<file path="config.mk">
export PLATFORM = sky130hd
export DESIGN_NAME = serial_frame_rx_flat
export DESIGN_NICKNAME = d
export VERILOG_FILES = /design/src/rtl/serial_frame_rx_if.sv /design/src/rtl/serial_frame_rx.sv /design/src/flat_wrapper.sv
export SDC_FILE = /design/constraint.sdc
export NUM_CORES = 1
export LEC_CHECK = 0
export CAP_MARGIN = 30
export CORE_MARGIN = 4
export CORE_UTILIZATION = 45
export CTS_CLUSTER_DIAMETER = 200
export DETAILED_ROUTE_END_ITERATION = 16
export GPL_TIMING_DRIVEN = 0
export PLACE_DENSITY_LB_ADDON = 0.25
export SYNTH_ARGS = -nofsm -noshare
export SYNTH_HDL_FRONTEND = slang
export SYNTH_SLANG_ARGS = --single-unit
</file>
<file path="constraint.sdc">
create_clock -name clk -period 2.2 [get_ports clk]
set_clock_uncertainty 0.2 [all_clocks]
set_input_delay 0.33 -clock clk [delete_from_list [all_inputs] [get_ports clk]]
set_output_delay 0.33 -clock clk [all_outputs]
set_load 0.01 [all_outputs]
</file>
<file path="src/rtl/serial_frame_rx_if.sv">
// rtl/serial_frame_rx_if.sv - serial line in, framed word stream out
// Groups the bit-strobe input side and the word/frame output side of the receiver.
interface serial_frame_rx_if #(
   parameter int unsigned DATA_W = 8
);
   localparam int unsigned BITS_W = $clog2(DATA_W + 1);

   logic              clk_en;
   logic              ser_in;
   logic              abort;
   logic [DATA_W-1:0] word;
   logic              word_valid;
   logic [BITS_W-1:0] word_bits;
   logic              word_last;
   logic              frame_done;
   logic              busy;
   logic              ser_out;
   logic              ser_out_valid;

   modport master (
      output clk_en, ser_in, abort,
      input  word, word_valid, word_bits, word_last, frame_done, busy, ser_out, ser_out_valid
   );

   modport slave (
      input  clk_en, ser_in, abort,
      output word, word_valid, word_bits, word_last, frame_done, busy, ser_out, ser_out_valid
   );
endinterface

</file>
<file path="src/rtl/serial_frame_rx.sv">
// rtl/serial_frame_rx.sv - start-pattern hunter, length header reader, payload deserialiser
// Frames are START_PAT, an LEN_W-bit MSB-first bit count, then that many payload bits.
module serial_frame_rx #(
   parameter int unsigned      PAT_W     = 3,
   parameter logic [PAT_W-1:0] START_PAT = 3'b101,
   parameter int unsigned      LEN_W     = 8,
   parameter int unsigned      DATA_W    = 8
) (
   input logic              clk,
   input logic              rst,
   serial_frame_rx_if.slave bus
);
   // Shift registers keep one bit fewer than their window; the newest bit is ser_in itself.
   localparam int unsigned HW  = (PAT_W  > 1) ? PAT_W  - 1 : 1;
   localparam int unsigned LSW = (LEN_W  > 1) ? LEN_W  - 1 : 1;
   localparam int unsigned WSW = (DATA_W > 1) ? DATA_W - 1 : 1;
   localparam int unsigned PCW = $clog2(PAT_W + 1);
   localparam int unsigned LCW = $clog2(LEN_W + 1);
   localparam int unsigned FW  = $clog2(DATA_W + 1);

   typedef enum logic [1:0] {
      HUNT    = 2'd0,
      LEN     = 2'd1,
      PAYLOAD = 2'd2
   } state_e;

   state_e            state_q, state_d;
   logic [HW-1:0]     hist_q, hist_d;
   logic [PCW-1:0]    pfill_q, pfill_d;
   logic [LCW-1:0]    lcnt_q, lcnt_d;
   logic [LSW-1:0]    len_sr_q, len_sr_d;
   logic [LEN_W-1:0]  rem_q, rem_d;
   logic [FW-1:0]     wfill_q, wfill_d;
   logic [WSW-1:0]    word_sr_q, word_sr_d;
   logic [DATA_W-1:0] word_q, word_d;
   logic [FW-1:0]     word_bits_q, word_bits_d;
   logic              word_last_q, word_last_d;
   logic              word_valid_q, word_valid_d;
   logic              frame_done_q, frame_done_d;

   logic [HW:0]       pat_cat;
   logic [PAT_W-1:0]  pat_win;
   logic [LSW:0]      len_cat;
   logic [LEN_W-1:0]  len_val;
   logic [WSW:0]      word_cat;
   logic [DATA_W-1:0] word_nxt;
   logic [FW-1:0]     wfill_inc;
   logic              rem_last;

   assign pat_cat   = {hist_q, bus.ser_in};
   assign pat_win   = pat_cat[PAT_W-1:0];
   assign len_cat   = {len_sr_q, bus.ser_in};
   assign len_val   = len_cat[LEN_W-1:0];
   assign word_cat  = {word_sr_q, bus.ser_in};
   assign word_nxt  = word_cat[DATA_W-1:0];
   assign wfill_inc = wfill_q + FW'(1);
   assign rem_last  = (rem_q == LEN_W'(1));

   always_ff @(posedge clk or negedge rst) begin
      if (!rst) begin
         state_q      <= HUNT;
         hist_q       <= '0;
         pfill_q      <= '0;
         lcnt_q       <= '0;
         len_sr_q     <= '0;
         rem_q        <= '0;
         wfill_q      <= '0;
         word_sr_q    <= '0;
         word_q       <= '0;
         word_bits_q  <= '0;
         word_last_q  <= 1'b0;
         word_valid_q <= 1'b0;
         frame_done_q <= 1'b0;
      end else begin
         state_q      <= state_d;
         hist_q       <= hist_d;
         pfill_q      <= pfill_d;
         lcnt_q       <= lcnt_d;
         len_sr_q     <= len_sr_d;
         rem_q        <= rem_d;
         wfill_q      <= wfill_d;
         word_sr_q    <= word_sr_d;
         word_q       <= word_d;
         word_bits_q  <= word_bits_d;
         word_last_q  <= word_last_d;
         word_valid_q <= word_valid_d;
         frame_done_q <= frame_done_d;
      end
   end

   always_comb begin
      state_d      = state_q;
      hist_d       = hist_q;
      pfill_d      = pfill_q;
      lcnt_d       = lcnt_q;
      len_sr_d     = len_sr_q;
      rem_d        = rem_q;
      wfill_d      = wfill_q;
      word_sr_d    = word_sr_q;
      word_d       = word_q;
      word_bits_d  = word_bits_q;
      word_last_d  = word_last_q;
      word_valid_d = 1'b0;
      frame_done_d = 1'b0;

      // Abort wins over any bit sampled on the same edge, including a frame-completing one.
      if (bus.abort) begin
         state_d   = HUNT;
         hist_d    = '0;
         pfill_d   = '0;
         lcnt_d    = '0;
         len_sr_d  = '0;
         rem_d     = '0;
         wfill_d   = '0;
         word_sr_d = '0;
      end else if (bus.clk_en) begin
         case (state_q)
            HUNT: begin
               hist_d = pat_cat[HW-1:0];
               if (pfill_q != PCW'(PAT_W)) begin
                  pfill_d = pfill_q + PCW'(1);
               end
               if ((pat_win == START_PAT) && (pfill_q >= PCW'(PAT_W - 1))) begin
                  state_d  = LEN;
                  hist_d   = '0;
                  pfill_d  = '0;
                  lcnt_d   = '0;
                  len_sr_d = '0;
               end
            end

            LEN: begin
               len_sr_d = len_cat[LSW-1:0];
               lcnt_d   = lcnt_q + LCW'(1);
               if (lcnt_q == LCW'(LEN_W - 1)) begin
                  lcnt_d   = '0;
                  len_sr_d = '0;
                  if (len_val == '0) begin
                     state_d      = HUNT;
                     frame_done_d = 1'b1;
                  end else begin
                     state_d   = PAYLOAD;
                     rem_d     = len_val;
                     wfill_d   = '0;
                     word_sr_d = '0;
                  end
               end
            end

            PAYLOAD: begin
               rem_d     = rem_q - LEN_W'(1);
               wfill_d   = wfill_inc;
               word_sr_d = word_cat[WSW-1:0];
               if ((wfill_inc == FW'(DATA_W)) || rem_last) begin
                  word_d       = word_nxt;
                  word_bits_d  = wfill_inc;
                  word_last_d  = rem_last;
                  word_valid_d = 1'b1;
                  wfill_d      = '0;
                  word_sr_d    = '0;
                  if (rem_last) begin
                     state_d      = HUNT;
                     frame_done_d = 1'b1;
                  end
               end
            end

            default: begin
               state_d = HUNT;
            end
         endcase
      end
   end

   assign bus.word          = word_q;
   assign bus.word_bits     = word_bits_q;
   assign bus.word_last     = word_last_q;
   assign bus.word_valid    = word_valid_q;
   assign bus.frame_done    = frame_done_q;
   assign bus.busy          = (state_q != HUNT);
   // Pass-through is combinational so downstream sees each payload bit before it is sampled.
   assign bus.ser_out_valid = (state_q == PAYLOAD);
   assign bus.ser_out       = (state_q == PAYLOAD) & bus.ser_in;
endmodule

</file>
<file path="src/flat_wrapper.sv">
// flat-port wrapper written by rule: the top's interface ports become plain ports
module serial_frame_rx_flat 
#(
   parameter int unsigned      PAT_W     = 3,
   parameter logic [PAT_W-1:0] START_PAT = 3'b101,
   parameter int unsigned      LEN_W     = 8,
   parameter int unsigned      DATA_W    = 8
)
  (clk, rst, bus_clk_en, bus_ser_in, bus_abort, bus_word, bus_word_valid, bus_word_bits, bus_word_last, bus_frame_done, bus_busy, bus_ser_out, bus_ser_out_valid);
  serial_frame_rx_if #(.DATA_W(DATA_W)) bus_i ();
  input logic clk;
  input logic rst;
  input wire logic [$bits(bus_i.clk_en)-1:0] bus_clk_en;
  input wire logic [$bits(bus_i.ser_in)-1:0] bus_ser_in;
  input wire logic [$bits(bus_i.abort)-1:0] bus_abort;
  output wire logic [$bits(bus_i.word)-1:0] bus_word;
  output wire logic [$bits(bus_i.word_valid)-1:0] bus_word_valid;
  output wire logic [$bits(bus_i.word_bits)-1:0] bus_word_bits;
  output wire logic [$bits(bus_i.word_last)-1:0] bus_word_last;
  output wire logic [$bits(bus_i.frame_done)-1:0] bus_frame_done;
  output wire logic [$bits(bus_i.busy)-1:0] bus_busy;
  output wire logic [$bits(bus_i.ser_out)-1:0] bus_ser_out;
  output wire logic [$bits(bus_i.ser_out_valid)-1:0] bus_ser_out_valid;
  assign bus_i.clk_en = bus_clk_en;
  assign bus_i.ser_in = bus_ser_in;
  assign bus_i.abort = bus_abort;
  assign bus_word = bus_i.word;
  assign bus_word_valid = bus_i.word_valid;
  assign bus_word_bits = bus_i.word_bits;
  assign bus_word_last = bus_i.word_last;
  assign bus_frame_done = bus_i.frame_done;
  assign bus_busy = bus_i.busy;
  assign bus_ser_out = bus_i.ser_out;
  assign bus_ser_out_valid = bus_i.ser_out_valid;
  serial_frame_rx #(.PAT_W(PAT_W), .START_PAT(START_PAT), .LEN_W(LEN_W), .DATA_W(DATA_W)) u_core (.clk(clk), .rst(rst), .bus(bus_i));
endmodule
</file>
After elaboration in Yosys (flattened, before gate mapping)
Index checks and enable logic that the tools add are counted.
Operators by class
  $add $sub $neg: 4
  magnitude comparators: 1
  equal/unequal tests: 12
  muxes and demuxes: 55
  bitwise operators: 2
  reduce and logical (&&, ||, !) cells: 16
Operators by type and width (count)
  2-to-1 mux 7 bit: 9
  2-to-1 mux 4 bit: 9
  2-to-1 mux 2 bit: 16
  2-to-1 mux 8 bit: 4
  one-hot mux 7 bit (2 select lines): 2
  one-hot mux 4 bit (2 select lines): 2
  one-hot mux 8 bit (2 select lines): 1
  inequality test 3 x 2 -> 1 bit, second input constant: 4
  2-to-1 mux 1 bit: 10
  nonzero test 3 bit: 3
  adder 4 x 1 -> 4 bit, second input constant: 2
  == test 8 x 1 -> 1 bit, second input constant: 1
  logical NOT 8 bit: 1
  AND reduction 4 bit: 2
  subtractor 8 x 1 -> 8 bit, second input constant: 1
  one-hot mux 2 bit (3 select lines): 1
  AND reduction 3 bit: 2
  nonzero test 2 bit: 3
  AND reduction 5 bit: 1
  == test 4 x 3 -> 1 bit, second input constant: 1
  == test 4 bit, second input constant: 1
  == test 3 bit, second input constant: 1
  inequality test 3 bit, second input constant: 1
  adder 2 x 1 -> 2 bit, second input constant: 1
  other kinds (11): 11
Storage, ports and cells
  register bits after elaboration: 51
  input port bits: 5
  output and inout port bits: 18
  word-level logic and storage cells: 103

Longest topological paths before layout
  depth after elaboration: 7
  mapped depth: 8
  depth with buffers taken out: 6

Least setup slack after synthesis
Ideal clock, no wire load.
  path kind: reg-to-reg
  from: register u_core.rem_q[1]
  to: register u_core.word_q[0] (netlist: u_core.bus.word[0])
  setup time: 0.125 ns
  data arrival time: 1.913 ns
  required time: 1.875 ns
  setup slack: -0.038 ns
  cell stages (with the launch flop): 8
  buffers on the path: 1
  clock period less this slack: 2.238 ns
  path through: dfrtp_1 > inv_1 > ha_1 > or4b_4 > or2_4 > a21oi_4 > buf_8 > mux2_4
On the way
  word-level cells in the longest chain between the ends: 3
RTL lines
  start, declared: RTL line serial_frame_rx.sv:32  | logic [LEN_W-1:0] rem_q, rem_d;
  start signal, assigned: RTL line serial_frame_rx.sv:80  | rem_q <= rem_d;
  == test 8 x 1 -> 1 bit: RTL line serial_frame_rx.sv:57  | assign rem_last = (rem_q == LEN_W'(1));
  logical OR 1 bit: RTL line serial_frame_rx.sv:154  | if ((wfill_inc == FW'(DATA_W)) || rem_last) begin
  AND reduction 4 bit (no line)
  end signal, assigned: RTL line serial_frame_rx.sv:83  | word_q <= word_d;
  end, declared: RTL line serial_frame_rx.sv:35  | logic [DATA_W-1:0] word_q, word_d;
No other way between the ends.
A chain may end at the register's enable or synchronous reset.

Worst setup path in the final report
Same ends and word-level chain as after synthesis.

==> impl_metrics.env <==
export IMPL_period_share_pct=105
export IMPL_crit_path_class="reg -> reg"
export IMPL_synth_warnings=0
export IMPL_place_port_buffers=21
export IMPL_chipWidth_um=86.2
export IMPL_critical_path_cell_count=7
export IMPL_final_setup_viol_count=25
export IMPL_max_stage_delay_ns=0.46
export IMPL_worstPathBufferInverterCount=2
export IMPL_reg2reg_from="u_core.rem_q[1]"
export IMPL_worstSetupEndpointType="flip-flop"
export IMPL_pwr_density_cell_nw_per_um2=485
export IMPL_syn_instance_count=254
export IMPL_fp_row_count=28
export IMPL_layout_core_utilization_pct=59.7
export IMPL_clockRootBuffer="clkbuf_8"
export IMPL_max_cap_viol=0
export IMPL_htreeDepth=2
export IMPL_clock_fmax_ghz=0.432
export IMPL_gp_routability_congestion=0.839
export IMPL_synth_compound_area_share_pct=17.4
export IMPL_clock_sinks=51
export IMPL_totalWireLength_mm=6.18
export IMPL_synthDominantCellAreaShare_pct=46.4
export IMPL_slew_headroom_pct=55.1
export IMPL_detail_route_iter0_violations=140
export IMPL_fraction_of_final_layout_cells_with_drive_strength_greater_than_1_pct=26.2
export IMPL_final_cells=384
export IMPL_worstSetupStartpointType="flip-flop"
export IMPL_cts_made_buffers=5
export IMPL_hold_class="in -> reg"
export IMPL_worst_slew_pin_slew_ns=0.668
export IMPL_failing_checks="setup timing"
export IMPL_via_count=2166
export IMPL_antenna_found_initial=0
export IMPL_detailedPlacementHpwl_mm=4.00
export IMPL_count_of_pins_on_the_block_boundary=23
export IMPL_wire_length_of_the_first_global_routing_pass_mm=9.81
export IMPL_clock_insertion_delay_worst_skew_ns=0.31
export IMPL_detail_route_vias_per_cell=5.64
export IMPL_total_standard_cell_area_after_synthesis_um2=2750
export IMPL_critical_path_slowest_cell="or4b_4"
export IMPL_grt_util_overall_pct=16.5
export IMPL_critical_path_max_fanout=9
export IMPL_drcViolationCount=0
export IMPL_fraction_of_synthesized_area_in_multiplexers_pct=10.4
export IMPL_total_power_mw=1.71
export IMPL_final_hold_fails=0
export IMPL_dieHeight_um=86.2
export IMPL_timing_critical_path_cells="inv_2 > ha_4 > or4b_4 > or2_4 > a21oi_4 > buf_8 > mux2_4"
export IMPL_synth_area_top_cells="dfrtp_1 (46%), mux2_4 (4.4%), ha_1 (4.1%)"
export IMPL_yosys_area_top_type="dfrtp_1"
export IMPL_slew_viol_final=0
export IMPL_seq_area_frac_synth_pct=46.4
export IMPL_dp_worst_setup_slack_ns=-0.496
export IMPL_timing_critical_path_from="u_core.rem_q[1]"
export IMPL_synth_adder_area_share_pct=4.09
export IMPL_placed_cells=351
export IMPL_r2r_end="u_core.bus.word[0]"
export IMPL_combinational_family_with_the_most_area_after_synthesis="compound AO/OA/AOI/OAI gates"
export IMPL_clk_path_buf_depth=2
export IMPL_cp_required_ns=2.19
export IMPL_crit_end="u_core.bus.word[0]"
export IMPL_outcome="finished, violations left"
export IMPL_synth_avg_cell_area_um2=10.8
export IMPL_tritoncts_clock_tree="yes"
export IMPL_synthXorXnorAreaFrac_pct=1.27
export IMPL_standard_cell_core_area_um2=5920
export IMPL_first_global_vias=2072
export IMPL_synth_net_count=268
export IMPL_reg2reg_setup_slack_ns=-0.12
export IMPL_number_of_enable_flip_flop_cells_after_synthesis=0
export IMPL_worst_path_dominant_cell_family="simple AND/OR/NAND/NOR gates"
export IMPL_wl_per_cell_um=16.1
export IMPL_rsz0062_at_grt="yes"
export IMPL_async_reset_ff_share_pct=100
export IMPL_finalCriticalPeriod_ns=2.32
export IMPL_postLayoutCellArea_um2=3540
export IMPL_antennaDiodeCount=0
export IMPL_route_antenna_remaining_nets=0
export IMPL_start_util_pct=46.5
export IMPL_layout_area_overhead_pct=28.5
export IMPL_ir_worst_vdd_v=0.000285
export IMPL_detailedRoute_firstPassIterationCount=5
export IMPL_synth_cell_type_count=55
export IMPL_yosys_most_used_dff="dfrtp_1"
export IMPL_p_leak_nw=1.60
export IMPL_worstRegToRegCells=7
export IMPL_design_die_area_um2=7430
export IMPL_synth_seq_cells=51
export IMPL_dpl_cell_area_um2=3070
export IMPL_synth_simple_area_share_pct=14.4
export IMPL_largest_net_degree_at_the_start_of_global_routing=35
export IMPL_critical_path_arrival_ns=2.31
export IMPL_cts_reportedPaths_clkPinSlew_ns=0.09
export IMPL_globalRoute_totalOverflow=0
export IMPL_setup_slack_ns=-0.117
export IMPL_num_nets_final=322
state kept, by name, indices dropped and copies added, names as in the netlist:
signal	count
u_core.bus.word_last	1
u_core.len_sr_q	7
u_core.bus.word_bits	4
u_core.hist_q	2
u_core.bus.frame_done	1
u_core.state_q	2
u_core.wfill_q	4
u_core.pfill_q	2
u_core.rem_q	8
u_core.bus.word	8
u_core.bus.word_valid	1
u_core.lcnt_q	4
u_core.word_sr_q	7
synthesized netlist by cell type, drive strengths merged (4+ instances only):
master,n
nand2,23
ha,9
mux2,13
a22o,8
nor2,11
and2,6
buf,8
a22oi,4
a21oi,8
nand2b,4
inv,20
dfrtp,51
nor3,8
mux2i,11
o21ai,7
nand3,4
a211o,5
per-layer routing:
layer,track usage (%),vias to the layer above,wire (µm)
met1,22.8,1067,2770
met5,0,-,0
met3,3.42,16,231
met4,6.94,0,129
met2,25.4,55,3050
li1,-,1028,-
worst reg2reg max path: stages (launching register included):
cell and delay [ns]:
dfrtp_1 0.41, inv_2 0.09, ha_4 0.11, or4b_4 0.46
or2_4 0.26, a21oi_4 0.19, buf_8 0.18, mux2_4 0.31
kinds of logic (layout without fill, tap and decap cells):
group                      after synthesis  in the layout
AOI/OAI and AO/OA                       61             62
xor gates and xnor gates                 4              4
adders and majority gates                9              9
buffers and inverters                   31             85
DFF                                     51             51
muxes                                   24             24
and+or+nand+nor                         74             74
placed cells by master, fill, tap and decap left out, drive strengths merged, types with 3 or more instances in the layout:
| master | count |
|---|---|
| dlygate4sd2 | 3 |
| nor2 | 11 |
| o21ai | 7 |
| xnor2 | 3 |
| mux2i | 11 |
| clkbuf | 10 |
| o211ai | 3 |
| a211o | 5 |
| a21oi | 8 |
| a22o | 8 |
| nor3 | 8 |
| ha | 9 |
| buf | 33 |
| clkdlybuf4s50 | 17 |
| or4 | 3 |
| nand2 | 23 |
| mux2 | 13 |
| a31oi | 3 |
| nand2b | 4 |
| inv | 20 |
| dfrtp | 51 |
| nand3 | 4 |
| o32ai | 3 |
| and2 | 6 |
| a22oi | 4 |
| and3b | 3 |
final cells by class:
type | count | area, µm²
buffer | 11 | 104
clock buffer | 7 | 96.3
clock inverter | 1 | 7.51
fill | 510 | 2380
inverter | 20 | 75.1
multi-input combinational | 173 | 1460
sequential | 51 | 1280
tap | 75 | 93.8
timing repair buffer | 46 | 428
stage by stage:
stage	hold WS (ns)	setup TNS, ns
floorplan	-0.166	-0.172
global placement	0.269	-62.05
detailed placement	0.0987	-13.32
CTS	0.105	-1.23
global route	0.118	-3.96
finish	0.106	-1.87
worst min path at each step:
stage / startpoint / end / cells after the start
2_1_floorplan: rst / u_core.bus.frame_done / 0
3_3_place_gp: u_core.bus.word_bits[2] / u_core.bus.word_bits[2] / 1
3_5_place_dp: rst / u_core.pfill_q[0] / 1
4_1_cts: bus_ser_in / u_core.len_sr_q[0] / 3
5_1_grt: bus_ser_in / u_core.hist_q[0] / 3
6_report: bus_ser_in / u_core.len_sr_q[0] / 3
timing repair:
item                                    4_1_cts  5_1_grt
buffers inserted                             13       13
cloned                                        0        1
gates resized for setup                      26       15
pin swaps                                     4       10
hold buffers                                  1        0
endpoints found under the setup margin       36       34
hold endpoints to repair                     17        0
where the power goes:
group          internal, mW  total, mW  switching [mW]
clock                 0.287      0.597           0.311
sequential            0.943      0.951         0.00776
combinational        0.0730      0.166          0.0931
Power figures use the tool's default switching activity.
